## config.mk

```make
export PLATFORM = sky130hd
export DESIGN_NAME = hs_initiator_multi
export DESIGN_NICKNAME = d
export VERILOG_FILES = /design/src/rtl/hs_pkg.sv /design/src/rtl/hs_channel.sv /design/src/rtl/hs_initiator_multi.sv
export SDC_FILE = /design/constraint.sdc
export NUM_CORES = 1
export LEC_CHECK = 0
export CORE_MARGIN = 4
export CORE_UTILIZATION = 30
export DETAILED_ROUTE_END_ITERATION = 8
export HOLD_SLACK_MARGIN = 0.12
export SLEW_MARGIN = 20
export SYNTH_ARGS = -nofsm -noshare
export SYNTH_HDL_FRONTEND = slang
export SYNTH_SLANG_ARGS = --single-unit
```

## constraint.sdc

```tcl
create_clock -name clk -period 2.1 [get_ports clk]
set_input_delay 0.42 -clock clk [delete_from_list [all_inputs] [get_ports clk]]
set_output_delay 0.42 -clock clk [all_outputs]
set_load 0.1 [all_outputs]
```

## src/rtl/hs_pkg.sv

```systemverilog
// ---------------------------------------------------------------------------
// hs_pkg
//   Shared types and limits for the multi-channel four-phase REQ/ACK
//   handshake initiator (hs_initiator_multi / hs_channel).
//
//   hs_state_t  : per-channel handshake FSM state encoding
//   HS_MAX_CH   : upper bound on the number of channels one instance supports
// ---------------------------------------------------------------------------
package hs_pkg;

  typedef enum logic [1:0] {
    HS_IDLE    = 2'd0,
    HS_REQ     = 2'd1,
    HS_RELEASE = 2'd2
  } hs_state_t;

  localparam int HS_MAX_CH = 16;

endpackage : hs_pkg

```

## src/rtl/hs_channel.sv

```systemverilog
// ---------------------------------------------------------------------------
// hs_channel
//   One four-phase REQ/ACK handshake initiator channel. Turns a rising edge on
//   the asynchronous send level into one complete req/ack transaction with an
//   external responder. Holds the input synchronisers, send edge detect, a
//   one-deep pending request, the handshake FSM, the completed-transfer
//   counter and the sticky error flag.
//
//   Optional build macro HS_TIMEOUT_EN: adds a per-channel timer that aborts a
//   transaction stuck in REQ or RELEASE for TIMEOUT_CYC cycles (err set, req
//   dropped, back to IDLE, pending kept, no done pulse).
//
//   Ports
//     clk         system clock
//     reset       synchronous, active-high reset
//     send        asynchronous request level; rising edge asks for a transfer
//     ack_in      asynchronous acknowledge from the responder
//     err_clr     one-cycle synchronous clear of err
//     req_out     registered request to the responder
//     busy        FSM not idle, or a request is pending
//     done_pulse  one-cycle pulse when a transfer completes
//     err         sticky error (overflow, spurious ack, timeout)
//     done_cnt    completed-transfer counter, wraps
//
//   State table
//     state      | meaning
//     HS_IDLE    | no transfer; req low; ack must stay low
//     HS_REQ     | req high, waiting for synchronised ack high
//     HS_RELEASE | req low, waiting for synchronised ack low to complete
// ---------------------------------------------------------------------------
module hs_channel
  import hs_pkg::*;
#(
  parameter int SYNC_STAGES = 2,
`ifdef HS_TIMEOUT_EN
  parameter int TIMEOUT_CYC = 1000,
`endif
  parameter int CNT_W       = 8
) (
  input  logic             clk,
  input  logic             reset,
  input  logic             send,
  input  logic             ack_in,
  input  logic             err_clr,
  output logic             req_out,
  output logic             busy,
  output logic             done_pulse,
  output logic             err,
  output logic [CNT_W-1:0] done_cnt
);

  logic [SYNC_STAGES-1:0] send_sync;
  logic [SYNC_STAGES-1:0] ack_sync;
  logic                   send_s;
  logic                   ack_s;
  logic                   send_d;
  logic                   send_edge;

  hs_state_t state;
  hs_state_t state_nxt;
  logic      pending;
  logic      pending_nxt;
  logic      err_nxt;
  logic      done_nxt;
  logic      timeout;

  // Input synchronisers plus the registered copy used for send edge detect.
  always_ff @(posedge clk) begin
    if (reset) begin
      send_sync <= '0;
      ack_sync  <= '0;
      send_d    <= 1'b0;
    end else begin
      send_sync <= {send_sync[SYNC_STAGES-2:0], send};
      ack_sync  <= {ack_sync[SYNC_STAGES-2:0], ack_in};
      send_d    <= send_s;
    end
  end

  assign send_s    = send_sync[SYNC_STAGES-1];
  assign ack_s     = ack_sync[SYNC_STAGES-1];
  assign send_edge = send_s & ~send_d;

`ifdef HS_TIMEOUT_EN
  localparam int              TMR_W    = $clog2(TIMEOUT_CYC + 1);
  localparam logic [TMR_W-1:0] TMR_LOAD = TMR_W'(TIMEOUT_CYC - 1);

  logic [TMR_W-1:0] tmr;

  // Down-counter reloaded on every state change; loading TIMEOUT_CYC-1 on the
  // entry edge makes the abort edge land exactly TIMEOUT_CYC edges later.
  always_ff @(posedge clk) begin
    if (reset) begin
      tmr <= '0;
    end else if (state_nxt != state) begin
      tmr <= TMR_LOAD;
    end else if (tmr != '0) begin
      tmr <= tmr - TMR_W'(1);
    end
  end

  assign timeout = (state != HS_IDLE) && (tmr == '0);
`else
  assign timeout = 1'b0;
`endif

  always_comb begin
    state_nxt   = state;
    pending_nxt = pending;
    err_nxt     = err;
    done_nxt    = 1'b0;

    // Clear first so that any error condition below overrides it.
    if (err_clr) begin
      err_nxt = 1'b0;
    end

    case (state)
      HS_IDLE: begin
        if (ack_s) begin
          err_nxt = 1'b1;
        end
        if (send_edge || pending) begin
          state_nxt = HS_REQ;
          // A queued request is consumed here; a fresh edge arriving on the
          // same cycle takes its place in the queue.
          pending_nxt = pending & send_edge;
        end
      end

      HS_REQ: begin
        if (timeout) begin
          state_nxt = HS_IDLE;
          err_nxt   = 1'b1;
        end else if (ack_s) begin
          state_nxt = HS_RELEASE;
        end
      end

      HS_RELEASE: begin
        if (timeout) begin
          state_nxt = HS_IDLE;
          err_nxt   = 1'b1;
        end else if (!ack_s) begin
          state_nxt = HS_IDLE;
          done_nxt  = 1'b1;
        end
      end

      default: begin
        state_nxt = HS_IDLE;
      end
    endcase

    // Edges outside IDLE (including the RELEASE->IDLE cycle) are queued.
    if ((state != HS_IDLE) && send_edge) begin
      if (pending) begin
        err_nxt = 1'b1;
      end else begin
        pending_nxt = 1'b1;
      end
    end
  end

  always_ff @(posedge clk) begin
    if (reset) begin
      state      <= HS_IDLE;
      pending    <= 1'b0;
      err        <= 1'b0;
      req_out    <= 1'b0;
      done_pulse <= 1'b0;
      done_cnt   <= '0;
    end else begin
      state      <= state_nxt;
      pending    <= pending_nxt;
      err        <= err_nxt;
      req_out    <= (state_nxt == HS_REQ);
      done_pulse <= done_nxt;
      if (done_nxt) begin
        done_cnt <= done_cnt + CNT_W'(1);
      end
    end
  end

  assign busy = (state != HS_IDLE) | pending;

endmodule : hs_channel

```

## src/rtl/hs_initiator_multi.sv

```systemverilog
// ---------------------------------------------------------------------------
// hs_initiator_multi
//   N_CH independent four-phase REQ/ACK handshake initiators. Each bit of the
//   per-channel buses is served by its own hs_channel; channels never interact.
//
//   Optional build macro HS_TIMEOUT_EN: enables the per-channel REQ/RELEASE
//   timeout of TIMEOUT_CYC cycles. Without it TIMEOUT_CYC only takes part in
//   the configuration sanity check.
//
//   Parameters
//     N_CH         number of channels (1..HS_MAX_CH)
//     SYNC_STAGES  synchroniser depth on send and ack_in (>= 2)
//     CNT_W        width of each completed-transfer counter
//     TIMEOUT_CYC  REQ/RELEASE timeout in cycles (HS_TIMEOUT_EN only)
//
//   Ports
//     clk         system clock
//     reset       synchronous, active-high reset
//     send        [N_CH]  asynchronous send levels
//     ack_in      [N_CH]  asynchronous acknowledges
//     err_clr     [N_CH]  one-cycle error clears
//     req_out     [N_CH]  registered requests
//     busy        [N_CH]  channel busy
//     done_pulse  [N_CH]  transfer-complete pulses
//     err         [N_CH]  sticky error flags
//     done_cnt    [N_CH*CNT_W] counters; channel i at [i*CNT_W +: CNT_W]
// ---------------------------------------------------------------------------
module hs_initiator_multi
  import hs_pkg::*;
#(
  parameter int N_CH        = 4,
  parameter int SYNC_STAGES = 2,
  parameter int CNT_W       = 8,
  parameter int TIMEOUT_CYC = 1000
) (
  input  logic                  clk,
  input  logic                  reset,
  input  logic [N_CH-1:0]       send,
  input  logic [N_CH-1:0]       ack_in,
  input  logic [N_CH-1:0]       err_clr,
  output logic [N_CH-1:0]       req_out,
  output logic [N_CH-1:0]       busy,
  output logic [N_CH-1:0]       done_pulse,
  output logic [N_CH-1:0]       err,
  output logic [N_CH*CNT_W-1:0] done_cnt
);

  // An unsupported configuration builds no channels and holds every output
  // low, which is obvious on first bring-up rather than silently misbehaving.
  localparam bit CFG_OK = (N_CH >= 1) && (N_CH <= HS_MAX_CH) &&
                          (SYNC_STAGES >= 2) && (CNT_W >= 1) &&
                          (TIMEOUT_CYC >= 1);

  if (CFG_OK) begin : g_cfg_ok
    for (genvar i = 0; i < N_CH; i++) begin : g_ch
      hs_channel #(
        .SYNC_STAGES (SYNC_STAGES),
`ifdef HS_TIMEOUT_EN
        .TIMEOUT_CYC (TIMEOUT_CYC),
`endif
        .CNT_W       (CNT_W)
      ) u_ch (
        .clk        (clk),
        .reset      (reset),
        .send       (send[i]),
        .ack_in     (ack_in[i]),
        .err_clr    (err_clr[i]),
        .req_out    (req_out[i]),
        .busy       (busy[i]),
        .done_pulse (done_pulse[i]),
        .err        (err[i]),
        .done_cnt   (done_cnt[i*CNT_W +: CNT_W])
      );
    end
  end else begin : g_cfg_bad
    assign req_out    = '0;
    assign busy       = '0;
    assign done_pulse = '0;
    assign err        = '0;
    assign done_cnt   = '0;
  end

endmodule : hs_initiator_multi

```

* Yosys cells after proc, flatten, opt, wreduce, memory -nomap -nowiden
Cells that the tools add are included. W data, S select, Z words.
Operators by class: $add $sub $neg 4, $mul 0, divide/modulo/power cells 0, magnitude comparators 0, equality and inequality tests 12, shifts and indexed selects 0, mux-type cells 60, bitwise logic cells 16, reduce and logical (&&, ||, !) cells 16
Operator list (count):
- $mux W1 | 44
- $add A8 B1 Y8 const B | 4
- $mux W2 | 12
- $pmux W2 S3 | 4
- $eq A2 B1 Y1 const B | 8
- $and A1 B1 Y1 | 8
- $eq A2 B2 Y1 const B | 4
- $logic_not A2 Y1 | 4
- $reduce_bool A2 Y1 | 4
- $logic_and A1 B1 Y1 | 4
- $logic_or A1 B1 Y1 | 4
- $not A1 Y1 | 4
- $or A1 B1 Y1 | 4
Storage, ports and cells: bits in registers 76, bits in latches 0, bits in writable memories 0, memory bits (read-only) 0, bits of input ports 14, output and inout port bits 48, memories 0

* Longest topological paths before layout
Gate-level depths: netlist (run 1).
depth after elaboration 7, mapped depth 5

* By module
From an unflattened synthesis (run 1), not the netlist that was laid out.
Second synthesis, totals: cell total of the unflattened synthesis 303, area total of the unflattened synthesis 2907.8 µm²
By module, submodules not included:
- hs_channel at g_cfg_ok.g_ch[0].u_ch ... | times used 3, cells an instance 76, area an instance 725.7 µm², seq. area each 380.4 µm²
- hs_channel at g_cfg_ok.g_ch[3].u_ch | times used 1, cells an instance 75, area an instance 730.7 µm², seq. area each 380.4 µm²

* Worst setup path after synthesis (run 1)
OpenSTA, ideal clock, no wires.
kind register to register, start point reg g_cfg_ok.g_ch[0].u_ch.done_cnt[0], end point reg g_cfg_ok.g_ch[0].u_ch.done_cnt[6], arrival 1991 ps, data required time 2030 ps, path slack 39 ps, stages on the path, launching flop included 5, period minus slack after synthesis 2061 ps, cells stage by stage dfxtp_1 > ha_1 > nand2_1 > or4_1 > a21oi_1
Between the ends: longest elaborated chain between the ends 1
RTL lines:
- start: declaration | line hs_channel.sv:49 | output logic [CNT_W-1:0] done_cnt
- start signal: assignment | line hs_channel.sv:180 | done_cnt <= done_cnt + CNT_W'(1);
- $add A8 B1 Y8 | line hs_channel.sv:180
Every way passes these cells. A chain may end at the register's enable or synchronous reset.

* Final worst setup path (run 1)
start point reg g_cfg_ok.g_ch[2].u_ch.state[0], end point out busy[2]
Between the ends: longest elaborated chain between the ends 2
RTL lines:
- start: declaration | line hs_channel.sv:59 | hs_state_t state;
- start signal: assignment | line hs_channel.sv:174 | state <= state_nxt;
- $reduce_bool A2 Y1 | line hs_channel.sv:185 | assign busy = (state != HS_IDLE) | pending;
- $or A1 B1 Y1 | line hs_channel.sv:185
- end: declaration | line hs_initiator_multi.sv:42 | output logic [N_CH-1:0] busy,
Every way passes these cells.

==> out/qor.txt, run 1 <==
outcome - finished, final reports clean
setup bufs post-CTS - 0
R2R cell count - 3
CTS root buf - clkbuf_8
total grt overflow - 0
total clock sinks - 76
core area - 9820 um^2
post-DP HPWL - 3.93 mm
Worst Setup Slack post-DPL - 0.378 ns
reg2reg setup slack - 0.37 ns
Area Overhead vs Synth - 23.6%
static leakage - 1.36 nW
Synth cell types - 33
count leader, synth - dfxtp_1
cts hold-fix bufs - 0
DR DRC count - 0
max incr delay on CP - 0.53 ns
first-pass GRT wire length - 9.76 mm
VDD IR max - 0.269 mV
initial antenna violation count - 0
Post-synth EDFFs - 0
standard-cell rows - 36
routability cong. - 0.773
number of detailed-route iterations in the first pass - 6
DR iter-0 viols - 75
WHS Endpoint - g_cfg_ok.g_ch[2].u_ch.send_sync[1]
Slew Limit Fails - 0
register area - 1520 um^2
Routed Antenna Nets - 0
setup_tns - 0 ns
Startpoint Class - flip-flop
Post-CTS Resized - 0
post-synthesis sequential area ratio - 50.1%
fraction of layout instances using a drive strength above 1 - 19.4%
DR vias/cell - 4.59
worst path arrival time - 1.44 ns
latest clock arrival within the worst-skew pair - 0.33 ns
Synth top area share - 50.1%
Max H-tree Level - 3
WHS - 0.442 ns
crit path time final - 1.86 ns
unrepaired setup endpoints after global routing - false
Max Cap Viol - 0
cts bufs inserted - 9
Post-Place Cells - 477
top post-synthesis cells by count - dfxtp_1 (76), nor2b_1 (32), a21oi_1 (31), nor2_1 (19), nand2_1 (18)
Die Area - 11800 um^2
Ys Warns - 0
Setup crit end kind - output port
Antenna diodes - 0
CP cell instances - or3_2, buf_12
worst setup margin - 0.235 ns
Worst-path clk slew - 0.09 ns
fin nets - 373
CTS Buffer Depth - 2
CP max-delay cell - or3_2
Async SR Flop Fraction - 0%
final core utilization - 38.2%
CP startpoint - g_cfg_ok.g_ch[2].u_ch.state[0]
HP Start - g_cfg_ok.g_ch[2].u_ch.send_sync[0]
FMAX - 0.536 GHz
routed length per instance - 11.8 um
Multi-input gate area - 1310 um^2
Gate Count Post-Synth - 317
worst r2r dst - g_cfg_ok.g_ch[1].u_ch.done_cnt[6]
num ports - 62
CTS tree - yes
Clock Skew - 0.00950 ns
Worst Path Max Fanout - 9
drt total wl - 5.82 mm
global-route usage over all layers - 10.4%
largest net degree at the start of global routing - 42
initial core utilization - 30.9%
Final Hold Vio Count - 0
Cell Area, Synth - 3040 um^2
Top FF cell, synth - dfxtp_1
Setup-failing EPs final - 0
pwr dens - 762 nW/um^2
die extent in y - 109 um
depth of the worst hold-timing path - 1
Worst Path Class, Setup - reg2out
number of fill cells - 1032
Hold WC Path Type - reg2reg
Die Span X - 109 um
Slew Limit Headroom - 50.3%
Finished Layout Cells - 493
vias in the first global route - 2154
Crit path required time - 1.68 ns
largest area contributor in the netlist - dfxtp_1
syn_area_per_cell - 9.58 um^2
period utilisation layout - 88.8%
via count - 2264
Synth Register Bits - 76
Synth area leaders - dfxtp_1 (50%), nor2b_1 (6.6%), a21oi_1 (5.1%), buf_4 (4.2%), xnor2_1 (3.2%)
worst r2r src - g_cfg_ok.g_ch[1].u_ch.state[1]
PortBufs - 61
Syn Nets - 335
Least-Margin Pin Slew - 0.746 ns
[critical path: cells and delay by family, from the launching register on]
kind	cells	cell delay, ns
and+or+nand+nor	1	0.53
DFF	1	0.39
buffers and inverters	1	0.18
[kinds of logic after synthesis]
logic type	count (synthesis)	share of synthesized area, %
flip-flops	76	50.1
AND/OR/NAND/NOR	124	24.3
XOR/XNOR	12	3.46
multiplexers	5	1.73
buffers and inverters	35	6.76
adder cells (fa/ha/maj)	4	1.65
AO/OA/AOI/OAI	61	12.0
[cell usage in the layout, fill, tap and decap left out, types with 2 or more instances in the layout]
master	n
a2111oi_0	8
a21oi_1	31
buf_12	5
buf_4	44
clkbuf_8	10
clkdlybuf4s50_1	12
clkinvlp_4	2
dfxtp_1	76
ha_1	4
mux2_2	2
mux2i_1	3
nand2_1	18
nand3_1	4
nand3b_1	4
nand4_1	4
nand4bb_1	3
nor2_1	19
nor2b_1	32
nor3_1	4
nor3b_1	7
nor4bb_1	3
o21ai_0	9
o22ai_1	4
o31ai_1	9
or3_1	11
or3_2	2
or3b_1	2
or4_1	9
xnor2_1	11
[power by group]
part	switching (mW)	internal (mW)	total [mW]
registers	0.0238	1.47	1.49
clock network	0.534	0.585	1.12
logic	0.160	0.0878	0.248
total	0.718	2.14	2.86
[cell type report]
class	instances	share of cell area, %
clock inverter	5	1.57
sequential	76	40.5
tap	133	4.43
clock buffer	11	3.77
multi-input combinational	206	34.9
timing repair buffer	62	14.8
[metal layers]
| layer | global-route usage [%] | wire [um] |
|---|---|---|
| met2 | 16.5 | 2590 |
| met1 | 12.7 | 2940 |
| met4 | 5.14 | 48 |
| met3 | 3.22 | 244 |
| met5 | 0 | 0 |
[how the worst max path moves through the flow]
stage | to | slack, ns
4_1_cts | busy[2] | 0.20
6_report | busy[2] | 0.24
5_1_grt | busy[2] | 0.17
3_3_place_gp | g_cfg_ok.g_ch[2].u_ch.done_cnt[7] | 0.43
3_5_place_dp | g_cfg_ok.g_ch[1].u_ch.done_cnt[6] | 0.38
2_1_floorplan | g_cfg_ok.g_ch[0].u_ch.done_cnt[6] | 0.04
[state kept, by name (all words and copies together), names as in the netlist]
signal / cells
g_cfg_ok.g_ch.u_ch.ack_sync: 8
g_cfg_ok.g_ch.u_ch.done_cnt: 32
g_cfg_ok.g_ch.u_ch.done_pulse: 4
g_cfg_ok.g_ch.u_ch.err: 4
g_cfg_ok.g_ch.u_ch.pending: 4
g_cfg_ok.g_ch.u_ch.req_out: 4
g_cfg_ok.g_ch.u_ch.send_d: 4
g_cfg_ok.g_ch.u_ch.send_sync: 8
g_cfg_ok.g_ch.u_ch.state: 8
[metrics by stage]
| stage | instance area [um^2] | power [mW] |
|---|---|---|
| 6_report | 3750 | 2.86 |
| 5_1_grt | 3750 | 2.99 |
| 4_1_cts | 3750 | 2.92 |
| 3_5_place_dp | 3550 | 1.78 |
| 3_3_place_gp | 3550 | 1.78 |
| 2_1_floorplan | 3040 | 1.71 |
(Power assumes the default switching activity.)
==> inputs of run 2 (changes only) <==
--- a/config.mk
+++ b/config.mk
@@ -5,7 +5,7 @@
 export SDC_FILE = /design/constraint.sdc
 export NUM_CORES = 1
 export LEC_CHECK = 0
-export CORE_MARGIN = 4
+export CORE_MARGIN = 2
 export CORE_UTILIZATION = 30
 export DETAILED_ROUTE_END_ITERATION = 8
 export HOLD_SLACK_MARGIN = 0.12
==> out/qor.txt, run 2 (synthesized netlist as in run 1, its figures left out) <==
outcome - finished, final reports clean
total clock sinks - 76 (unchanged)
Worst Path Class, Setup - reg2out
CTS Buffer Depth - 2 (unchanged)
Setup-failing EPs final - 0 (unchanged)
Psw - 0.715 mW (-0.35%)
Clock Skew - 0.00933 ns (-0.000168 ns)
initial core utilization - 30.9% (unchanged)
static leakage - 1.37 nW (+0.80%)
DR iter-0 viols - 45 (-40%)
drt total wl - 5.56 mm (-4.4%)
crit path time final - 1.87 ns (+0.00354 ns)
Routed Antenna Nets - 0 (unchanged)
period utilisation layout - 89.0% (+0.17 points)
Final Hold Vio Count - 0 (unchanged)
cts hold-fix bufs - 0 (unchanged)
initial antenna violation count - 0 (unchanged)
WHS Endpoint - g_cfg_ok.g_ch[3].u_ch.ack_sync[1]
worst path arrival time - 1.45 ns (about the same)
most frequent cells in the layout - dfxtp_1 (76), buf_4 (45), nor2b_1 (32)
global-route usage over all layers - 10.7% (+0.26 points)
Slew Limit Fails - 0 (unchanged)
DR DRC count - 0 (unchanged)
worst r2r src - g_cfg_ok.g_ch[2].u_ch.state[1]
Worst Setup Slack post-DPL - 0.391 ns (+0.0136 ns)
DR vias/cell - 4.67 (+1.6%)
Worst Path Max Fanout - 9 (unchanged)
Max H-tree Level - 3 (unchanged)
Setup crit end kind - output port
Clock power frac - 39.7% (+0.6 points)
R2R cell count - 3 (unchanged)
standard-cell rows - 36 (unchanged)
Int Power - 2.18 mW (+1.5%)
Post-CTS Resized - 0 (unchanged)
Slew Limit Headroom - 59.7% (+9.4 points)
pwr dens - 767 nW/um^2 (+0.58%)
fin nets - 374 (+0.27%)
Hold WC Path Type - reg2reg
post-DP HPWL - 3.82 mm (-2.7%)
worst r2r dst - g_cfg_ok.g_ch[2].u_ch.done_cnt[5]
cts bufs inserted - 9 (unchanged)
Die Span X - 105 um (-3.7%)
fraction of layout instances using a drive strength above 1 - 19.9% (+0.50 points)
VDD IR max - 0.285 mV (+5.9%)
core area - 9820 um^2 (unchanged)
setup bufs post-CTS - 0 (unchanged)
number of detailed-route iterations in the first pass - 4 (-2)
depth of the worst hold-timing path - 1 (unchanged)
vias in the first global route - 2090 (-3.0%)
via count - 2305 (+1.8%)
Reg power frac - 51.7% (-0.5 points)
Worst-path clk slew - 0.08 ns (about the same)
Die Area - 10900 um^2 (-7.2%)
Crit path required time - 1.68 ns (about the same)
number of fill cells - 1021 (-1.1%)
Max Cap Viol - 0 (unchanged)
Switching Fraction - 24.7% (-0.35 points)
reg2reg setup slack - 0.37 ns (about the same)
first-pass GRT wire length - 9.54 mm (-2.3%)
commonest non-fill, non-tap cell in the layout - dfxtp_1
worst setup margin - 0.232 ns (-0.00354 ns)
Comb pwr share - 8.6% (about the same)
setup_tns - 0 ns (unchanged)
CTS root buf - clkbuf_8
Least-Margin Pin Slew - 0.605 ns (-0.141 ns)
die extent in y - 105 um (-3.7%)
max reg flops - 32 (unchanged)
num ports - 62 (unchanged)
routability cong. - 0.736 (-4.8%)
routed length per instance - 11.3 um (-4.6%)
latest clock arrival within the worst-skew pair - 0.34 ns (about the same)
CTS tree - yes
PortBufs - 61 (unchanged)
CP startpoint - g_cfg_ok.g_ch[2].u_ch.state[0]
HP Start - g_cfg_ok.g_ch[3].u_ch.ack_sync[0]
largest net degree at the start of global routing - 39 (-7.1%)
unrepaired setup endpoints after global routing - false
Biggest register - g_cfg_ok.g_ch.u_ch.done_cnt
FMAX - 0.535 GHz (-0.19%)
Area Overhead vs Synth - 24.2%
Antenna diodes - 0 (unchanged)
Startpoint Class - flip-flop
total grt overflow - 0 (unchanged)
-- run 2: cell count changes in the layout (fill, tap and decap cells not counted), sizes merged --
cell and change:
buf +1
-- run 2: cell type report --
class | instances | area, um^2 | share of cell area [%]
well taps | 133 | 166 | 4.41
clock buffers | 11 | 151 | 4.02
flip-flops and latches | 76 | 1520 | 40.4
repair buffers | 63 | 563 | 14.9
clock inverters | 5 | 58.8 | 1.56
multi-input cells | 206 | 1310 | 34.7
-- run 2: worst max-delay path, stage by stage, from the launching register on --
cell and delay, ns:
dfxtp_1 0.39, or3_2 0.53, buf_12 0.19
-- run 2: how the worst max path moves through the flow --
stage                                        endpoint  slack, ns  cells after the start
floorplan           g_cfg_ok.g_ch[0].u_ch.done_cnt[6]       0.04                      4
global placement    g_cfg_ok.g_ch[2].u_ch.done_cnt[7]       0.44                      3
finish                                        busy[2]       0.23                      2
CTS                                           busy[2]       0.20                      2
global route                                  busy[2]       0.17                      2
detailed placement  g_cfg_ok.g_ch[1].u_ch.done_cnt[6]       0.39                      3
-- run 2: power groups by stage --
stage / Clock (mW) / Sequential (mW) / Combinational [mW]
floorplan: 0 / 1.52 / 0.197
finish: 1.15 / 1.49 / 0.248
global route: 1.27 / 1.50 / 0.263
CTS: 1.20 / 1.49 / 0.251
global placement: 0 / 1.53 / 0.250
detailed placement: 0 / 1.53 / 0.250
-- run 2: through the flow --
stage	hold slack, ns	std cells	util, %	power [mW]	instance area (um^2)
CTS	0.447	494	38.4	2.95	3770
global placement	0.417	478	36.3	1.78	3560
detailed placement	0.426	478	36.3	1.78	3560
finish	0.442	494	38.4	2.89	3770
floorplan	0.414	317	-	1.71	3040
global route	0.457	494	38.4	3.04	3770
-- run 2: metal layers --
metal,global-route usage (%),wire (um),part of all wire (%)
met1,13.2,2660,48
met2,16.7,2530,45
met3,3.74,283,5.1
met4,4.86,89,1.6
met5,0,0,0
